File: src/rtl/f8_ifetch.sv
// f8_ifetch: instruction prefetch stage for the f8 core.
//
// Issues 3-byte fetches to the memory instruction port. Returned words go into a byte queue, and
// a 3-byte window at the queue head is presented to the decoder. The decoder consumes 0..3 bytes
// per cycle. A redirect flushes the queue and any fetch in flight.
//
// Ports:
//   clk          clock, all state on posedge
//   reset        asynchronous active-high reset
//   iread_addr   fetch address to the memory port (fetch_pc register)
//   iread_data   returned bytes: [7:0]=addr, [15:8]=addr+1, [23:16]=addr+2 (1-cycle latency)
//   iread_valid  qualifies iread_data in the cycle after an issue
//   instr_data   window at the queue head, [7:0] = byte at instr_pc
//   instr_avail  valid bytes in the window, min(count, 3)
//   instr_pc     address of instr_data[7:0]
//   consume      bytes taken by the decoder this cycle (clamped to instr_avail)
//   redirect     flush and restart fetch at redirect_pc
//   redirect_pc  new fetch address
//
// Optional feature: define IFETCH_BYPASS_EN so that a response arriving into an empty queue is
// shown on the window in its arrival cycle.

module f8_ifetch #(
  parameter int unsigned QBYTES   = 8,
  parameter logic [15:0] RESET_PC = 16'h4000
) (
  input  logic        clk,
  input  logic        reset,
  output logic [15:0] iread_addr,
  input  logic [23:0] iread_data,
  input  logic        iread_valid,
  output logic [23:0] instr_data,
  output logic [1:0]  instr_avail,
  output logic [15:0] instr_pc,
  input  logic [1:0]  consume,
  input  logic        redirect,
  input  logic [15:0] redirect_pc
);

  localparam int unsigned PW = $clog2(QBYTES);
  localparam int unsigned CW = PW + 1;
  // Wide enough for count + 6 without overflow.
  localparam int unsigned RW = CW + 2;

  typedef enum logic {StIdle, StInflight} state_e;

  state_e          state_q, state_d;
  logic [15:0]     fetch_pc_q, fetch_pc_d;
  logic [15:0]     pend_addr_q, pend_addr_d;
  logic [15:0]     instr_pc_q, instr_pc_d;
  logic [CW-1:0]   count_q, count_d;
  logic [PW-1:0]   rd_ptr_q, rd_ptr_d;
  logic [PW-1:0]   wr_ptr_q, wr_ptr_d;
  logic [7:0]      mem_q [QBYTES];

  logic            pending;
  logic            accept;
  logic            replay;
  logic            issue;
  logic            bypass;
  logic [1:0]      q_avail;
  logic [1:0]      consume_eff;
  logic [RW-1:0]   room_need;
  logic [23:0]     q_window;

  assign pending = (state_q == StInflight);
  assign accept  = pending && iread_valid && !redirect;
  assign replay  = pending && !iread_valid && !redirect;

`ifdef IFETCH_BYPASS_EN
  assign bypass = accept && (count_q == '0);
`else
  assign bypass = 1'b0;
`endif

  assign q_avail  = (count_q >= CW'(3)) ? 2'd3 : count_q[1:0];
  assign q_window = {mem_q[rd_ptr_q + PW'(2)], mem_q[rd_ptr_q + PW'(1)], mem_q[rd_ptr_q]};

  always_comb begin
    instr_avail = q_avail;
    instr_data  = q_window;
    if (bypass) begin
      instr_avail = 2'd3;
      instr_data  = iread_data;
    end
  end

  assign consume_eff = redirect ? 2'd0 : ((consume > instr_avail) ? instr_avail : consume);

  // Space check counts the bytes already in flight so an accepted response can never overflow.
  assign room_need = RW'(count_q) - RW'(consume_eff) + (pending ? RW'(6) : RW'(3));
  assign issue     = !redirect && !replay && (room_need <= RW'(QBYTES));

  always_comb begin
    state_d     = issue ? StInflight : StIdle;
    pend_addr_d = issue ? fetch_pc_q : pend_addr_q;
    fetch_pc_d  = fetch_pc_q;
    instr_pc_d  = instr_pc_q + 16'(consume_eff);
    count_d     = count_q + (accept ? CW'(3) : CW'(0)) - CW'(consume_eff);
    rd_ptr_d    = rd_ptr_q + PW'(consume_eff);
    wr_ptr_d    = wr_ptr_q + (accept ? PW'(3) : PW'(0));
    if (redirect) begin
      fetch_pc_d = redirect_pc;
      instr_pc_d = redirect_pc;
      count_d    = '0;
      rd_ptr_d   = '0;
      wr_ptr_d   = '0;
    end else if (replay) begin
      // Dropped response: refetch the same address.
      fetch_pc_d = pend_addr_q;
    end else if (issue) begin
      fetch_pc_d = fetch_pc_q + 16'd3;
    end
  end

  always_ff @(posedge clk or posedge reset) begin
    if (reset) begin
      state_q     <= StIdle;
      fetch_pc_q  <= RESET_PC;
      pend_addr_q <= RESET_PC;
      instr_pc_q  <= RESET_PC;
      count_q     <= '0;
      rd_ptr_q    <= '0;
      wr_ptr_q    <= '0;
    end else begin
      state_q     <= state_d;
      fetch_pc_q  <= fetch_pc_d;
      pend_addr_q <= pend_addr_d;
      instr_pc_q  <= instr_pc_d;
      count_q     <= count_d;
      rd_ptr_q    <= rd_ptr_d;
      wr_ptr_q    <= wr_ptr_d;
    end
  end

  // Queue storage; in bypass mode the bytes are written even if consumed in the same cycle,
  // since rd_ptr advances past them.
  always_ff @(posedge clk or posedge reset) begin
    if (reset) begin
      for (int i = 0; i < int'(QBYTES); i++) begin
        mem_q[i] <= 8'h00;
      end
    end else if (accept) begin
      mem_q[wr_ptr_q]          <= iread_data[7:0];
      mem_q[wr_ptr_q + PW'(1)] <= iread_data[15:8];
      mem_q[wr_ptr_q + PW'(2)] <= iread_data[23:16];
    end
  end

  assign iread_addr = fetch_pc_q;
  assign instr_pc   = instr_pc_q;

  // Decoder must never take more bytes than the window shows.
  assert property (@(posedge clk) disable iff (reset) !redirect |-> (consume <= instr_avail));

endmodule

File: config.mk
export PLATFORM = sky130hd
export DESIGN_NAME = f8_ifetch
export DESIGN_NICKNAME = d
export VERILOG_FILES = /design/src/rtl/f8_ifetch.sv
export SDC_FILE = /design/constraint.sdc
export NUM_CORES = 1
export LEC_CHECK = 0
export ABC_AREA = 1
export CORE_MARGIN = 4
export CORE_UTILIZATION = 55
export CTS_CLUSTER_SIZE = 10
export DETAILED_ROUTE_END_ITERATION = 12
export GPL_TIMING_DRIVEN = 0
export MAX_ROUTING_LAYER = met4
export PLACE_DENSITY = 0.79
export SYNTH_ARGS = -nofsm -noshare
export SYNTH_HDL_FRONTEND = slang
export SYNTH_SLANG_ARGS = --single-unit
File: constraint.sdc
create_clock -name clk -period 9 [get_ports clk]
set_input_delay 1.35 -clock clk [delete_from_list [all_inputs] [get_ports clk]]
set_output_delay 1.35 -clock clk [all_outputs]
set_load 0.1 [all_outputs]
## Yosys cells after proc, flatten, opt, wreduce, memory -nomap -nowiden

Cells that the tools add are included.

- $add $sub $neg: 12
- Multiply operators: 0
- Divide/modulo/power cells: 0
- Magnitude comparators: 12
- Eq/ne operators: 0
- Shift operators: 0
- Multiplexer cells: 32
- Bitwise operators: 6
- Reductions and logical operators: 13

Operators with widths:

| kind | count |
|---|---|
| $bwmux W64 | 3 |
| $bmux W8 S3 | 3 |
| $demux W8 S3 | 3 |
| $mux W8 | 9 |
| $mux W16 | 4 |
| $ge A4 B4 Y1 const B | 6 |
| $not A3 Y4 | 6 |
| $add A16 B2 Y16 | 1 |
| $add A16 B2 Y16 const B | 1 |
| $lt A4 B1 Y1 const B | 3 |
| $mux W2 | 5 |
| $logic_and A1 B1 Y1 | 9 |
| $mux W3 | 3 |
| $add A3 B1 Y3 const B | 2 |
| $add A3 B2 Y3 | 2 |
| $add A3 B2 Y3 const B | 2 |
| $add A5 B4 Y6 | 1 |
| $le A6 B4 Y1 const B | 1 |
| $sub A4 B2 Y5 | 1 |
| $add A4 B2 Y4 | 1 |
| $ge A4 B2 Y1 const B | 1 |
| $mux W4 | 1 |
| $sub A4 B2 Y4 | 1 |
| $logic_not A1 Y1 | 3 |
| other kinds (3) | 3 |

- Flip-flop bits (word level): 123
- Latch bits: 0
- RAM bits: 0
- ROM bits: 0
- Bits of input ports: 46
- Output and inout bits: 58
- Logic and storage cells: 90
- Memories: 0

## Longest topological paths before layout

Gate-level depths: netlist of run 1.

- Depth in word-level cells: 12
- Mapped depth: 26
- Depth with buffers taken out: 25

## Worst setup path before layout of run 1

No wires, ideal clock.

- Kind: reg-to-reg
- Start: reg count_q[2]
- End: reg fetch_pc_q[7], in the netlist iread_addr[7]
- Setup time: 0.121 ns
- Arrival time: 4.622 ns
- Required time: 8.879 ns
- Slack: 4.257 ns
- Stages on the path, launching flop included: 23
- Buffers on the path: 1
- Period minus slack after synthesis: 4.743 ns
- Cell sequence: dfrtp_1 > inv_1 > ha_1 > nand3_1 > nand3_1 > ha_1 > inv_1 > o21ai_0 > o21ai_0 > nor2_1 > ha_1 > inv_1 > fa_1 > xnor2_1 > ha_1 > inv_1 > o21ai_1 > nand3_1 > nand3_4 > nand2_8 > buf_4 > nand3_1 > nand2_1

- Longest elaborated chain between the ends: 10

Ends and longest elaborated chain:

| what | RTL line | text |
|---|---|---|
| start, declared | 51 | `logic [CW-1:0] count_q, count_d;` |
| start signal, assigned | 130 | `count_q <= count_d;` |
| $ge A4 B2 Y1 * | 76 | `assign q_avail = (count_q >= CW'(3)) ? 2'd3 : count_q[1:0];` |
| $mux W2 * | 76 |  |
| via instr_avail[0] | 33 | `output logic [1:0] instr_avail,` |
| $gt A2 B2 Y1 | 88 | `assign consume_eff = redirect ? 2'd0 : ((consume > instr_avail) ? instr_avail : consume);` |
| $mux W2 * (2 in series) | 88 |  |
| $sub A4 B2 Y5 * | 91 | `assign room_need = RW'(count_q) - RW'(consume_eff) + (pending ? RW'(6) : RW'(3));` |
| $add A5 B4 Y6 * | 91 |  |
| $le A6 B4 Y1 * | 92 | `assign issue = !redirect && !replay && (room_need <= RW'(QBYTES));` |
| $logic_and A1 B1 Y1 * | 92 |  |
| $reduce_bool A3 Y1 (no line) * | -- |  |
| end signal, assigned | 127 | `fetch_pc_q <= fetch_pc_d;` |
| end, declared | 48 | `logic [15:0] fetch_pc_q, fetch_pc_d;` |

The timed path passes the listed nets; every way through them passes the cells marked *.
A chain may end at the register's enable or synchronous reset.

## Final worst setup path of run 1

- Start: reg rd_ptr_q[1]
- End: out instr_data[14]

- Longest elaborated chain between the ends: 5

Ends and longest elaborated chain:

| what | RTL line | text |
|---|---|---|
| start, declared | 52 | `logic [PW-1:0] rd_ptr_q, rd_ptr_d;` |
| start signal, assigned | 131 | `rd_ptr_q <= rd_ptr_d;` |
| $add A3 B1 Y3 | 77 | `assign q_window = {mem_q[rd_ptr_q + PW'(2)], mem_q[rd_ptr_q + PW'(1)], mem_q[rd_ptr_q]};` |
| $not A3 Y4 (not written as such) | 77 |  |
| $bmux W8 S3 | 77 |  |
| $mux W8 (not written as such) (2 in series) | 77 |  |
| end, declared | 32 | `output logic [23:0] instr_data,` |

Every way passes these cells. The select of a mux whose other input is x is not followed.

==> reports/results.tsv, run 1 <==
stage	metric	value	unit
clocking	post_cts resized	0	
timing	period utilization	55.7	%
clocking	clock buffer count from CTS	17	
pwr	Leakage	5.17	nW
floorplan	CORE AREA	15900	um^2
clocking	Skew-Pair Late Insertion Delay	0.43	ns
clocking	maximum buffer depth of the clock tree	2	
timing	Final setup viols	0	
clocking	clock-pin slew on the worst setup and hold paths	0.06	ns
finish	final net count	1489	
min_path	worst hold endpoint	pend_addr_q[14]$_DFFE_PP1P_	
critical_path	R2R Setup Slk	4.81	ns
finish	most common cell after layout, fill and taps aside	nand2_1	
floorplan	# IOs	104	
timing	Sum Neg Setup Slack	0	ns
global_route	total track usage	33.6	%
yosys	register area share after synthesis	34.4	%
critical_path	CP Max Fanout	10	
route	Final ANT Viol Nets	0	
yosys	Synth Cell Area	8960	um^2
clocking	hold_buf cts	0	
floorplan	full die area	18400	um^2
global_route	vias in the first global route	9045	
route	final wirelength	29.3	mm
timing	RSZ-0062 raised after global routing	false	
critical_path	WP data required	7.65	ns
timing	setup skew after layout	0.00835	ns
finish	Layout area overhead	21.2	%
critical_path	CP Class	register to output port	
clocking	CTS tree	built	
timing	worst slew pin tran	1.04	ns
critical_path	reg-to-reg endpoint	iread_addr[8]$_DFFE_PP0P_	
timing	Max Freq	0.199	GHz
route	Remaining DRCs	0	
route	Vias/cell	5.73	
pwr	clock network power share	14.3	%
route	routed vias	9435	
floorplan	Initial Util	56.2	%
placed_design	routability cong.	0.971	
finish	# diodes	0	
yosys	Synth Instances	1294	
placed_design	hpwl dp	22.6	mm
clocking	clock sink count	123	
global_route	initial antenna violation count	0	
pwr	Reg power frac	18.8	%
global_route	largest net degree at the start of global routing	101	
floorplan	Chip Height	136	um
route	First-pass DRT Iterations	6	
min_path	WHS Path Cells	2	
critical_path	Worst Setup End Kind	output port	
critical_path	Critical Path AT	3.66	ns
finish	most frequent cells in the layout	nand2_1 (517), inv_1 (122), dfrtp_1 (120)	
floorplan	die width	136	um
critical_path	worst r2r path cells	22	
timing	Fin. Hold Viols	0	
yosys	Yosys reg bits	123	
pwr	share of total power in combinational logic	66.9	%
critical_path	Setup crit start kind	register	
pwr	PD cells	427	nW/um^2
timing	Final min period	5.01	ns
pwr	P_sw	0.00275	W
global_route	global-route wire length before repair	46.9	mm
critical_path	reg2reg start	count_q[2]$_DFF_PP0_	
pwr	VDD IR-drop max	0.000520	V
timing	Final Max Tran Viols	0	
min_path	Hold WC Path Type	register to register	
clocking	H-tree levels	4	
finish	final core utilization	68.1	%
run	Max Cap Viol	0	
clocking	Root Buffer	clkbuf_16	
run_status	status	complete, no violations	
placed_design	IO buf count	103	
finish	layout cell share with drive strength beyond 1	8.53	%
yosys	synth unique cells	47	
min_path	HP Start	pend_addr_q[14]$_DFFE_PP1P_	
floorplan	row cnt	46	
route	detailed-route wire length per cell	17.8	um
timing	Rel. slew slack	30.6	%
global_route	gr ovfl total	0	
yosys	syn nets	1366	
pwr	Net Sw Frac	59.4	%
route	1st-iter DRT viols	887	
clocking	post-CTS setup buffer count	0	
yosys	Avg Cell Area, Syn	6.92	um^2
pwr	Power Internal	0.00188	W
yosys	Ys Warns	0	
==> cell usage after synthesis, drive strengths merged <==
cell type    n  area (um^2)
a211o        1         8.76
a21boi       7         52.6
a21oi       24          120
a31oi       13          141
buf         30          194
clkbuf      20         77.6
dfrtp      120         3000
dfstp        3         78.8
fa           6          120
ha          20          250
inv        136          528
mux2i        1         10.0
nand2      539         2130
nand3       54          328
nand3b       3         22.5
nand4       33          206
nor2        81          347
nor3         4         30.0
o211ai      28          210
o21a         2         15.0
o21ai       99          522
o21bai       2         15.0
o221ai      33          289
o22ai       19          119
o31ai        1         7.51
xnor2        6         52.6
xor2         9         78.8
==> flip-flops by register name, indices dropped and copies added (netlist names) <==
| signal | count |
|---|---|
| count_q | 4 |
| rd_ptr_q | 3 |
| instr_pc | 16 |
| pend_addr_q | 16 |
| iread_addr | 16 |
| mem_q | 64 |
| wr_ptr_q | 3 |
| pending | 1 |
==> power by group through the flow <==
stage | Combinational (W) | Clock, W | Sequential (W)
finish | 0.00310 | 0.000663 | 0.000871
global route | 0.00332 | 0.000693 | 0.000890
CTS | 0.00309 | 0.000665 | 0.000865
detailed placement | 0.00308 | 0 | 0.000872
global placement | 0.00304 | 0 | 0.000869
floorplan | 0.00205 | 0 | 0.00114
==> routing by layer <==
layer | wire [um] | track usage, % | up-vias | part of all wire, %
met1 | 11800 | 41.3 | 4334 | 40
met3 | 1940 | 4.31 | 108 | 6.6
met5 | 0 | - | - | 0
met4 | 1640 | 19.0 | 0 | 5.6
li1 | - | - | 4506 | -
met2 | 13900 | 53.8 | 487 | 48
==> how the worst max path moves through the flow <==
stage                           from                    endpoint  cells after the start
2_1_floorplan   count_q[2]$_DFF_PP0_   iread_addr[7]$_DFFE_PP0P_                     22
3_3_place_gp                   reset        count_q[2]$_DFF_PP0_                      2
3_5_place_dp                redirect  pend_addr_q[1]$_DFFE_PP0P_                     18
4_1_cts        rd_ptr_q[1]$_DFF_PP0_              instr_data[14]                      7
5_1_grt        rd_ptr_q[1]$_DFF_PP0_              instr_data[10]                      7
6_report       rd_ptr_q[1]$_DFF_PP0_              instr_data[14]                      7
==> stage by stage <==
stage / instances / total power, W / instance area (um^2) / worst slack [ns] / hold WS (ns)
6_report: 1646 / 0.00464 / 10900 / 3.99 / 0.463
3_5_place_dp: 1614 / 0.00395 / 10300 / 3.80 / 0.454
5_1_grt: 1646 / 0.00490 / 10900 / 3.85 / 0.488
4_1_cts: 1646 / 0.00462 / 10900 / 4.03 / 0.462
3_3_place_gp: 1613 / 0.00391 / 10300 / 2.54 / 0.448
2_1_floorplan: 1294 / 0.00319 / 8960 / 4.26 / 0.436
==> area by class of cell <==
type                    instances  area [um^2]
clock inverters                15          141
multi-input cells             985         5080
repair buffers                104         1060
inverters                     136          533
plain buffers                  50          272
well taps                     216          270
flip-flops and latches        123         3080
fillers                      1429         5080
clock buffers                  17          425
==> worst max-delay path: stages, from the launching register on <==
cell and delay, ns:
dfrtp_1 0.48, ha_1 0.42, clkbuf_1 0.38, o21ai_0 0.16
o21ai_1 0.27, nor2_1 0.07, a31oi_1 0.24, clkdlybuf4s50_1 1.21
==> logic make-up after synthesis <==
logic type / share of synthesized area [%]
AOI/OAI and AO/OA: 16.7
muxes: 0.112
adders and majority gates: 4.13
xor gates and xnor gates: 1.47
and+or+nand+nor: 34.2
buffers and inverters: 8.93
DFF: 34.4
No activity file was read; power rests on OpenSTA's default activity.
==> run 2, diff against run 1 <==
Clock period 9 ns to 4.9 ns, I/O delays scaled along.
==> results of run 2 <==
The final DEF is identical to that of run 1. Status: complete, no violations.
Main changes from that run: setup slack after placement 3.80 ns -> 0.318 ns; setup slack after layout 3.99 ns -> 0.500 ns; register-to-register setup slack 4.81 ns -> 0.71 ns; total power 0.00464 W -> 0.00852 W; worst IR drop on VDD 0.000520 V -> 0.000955 V
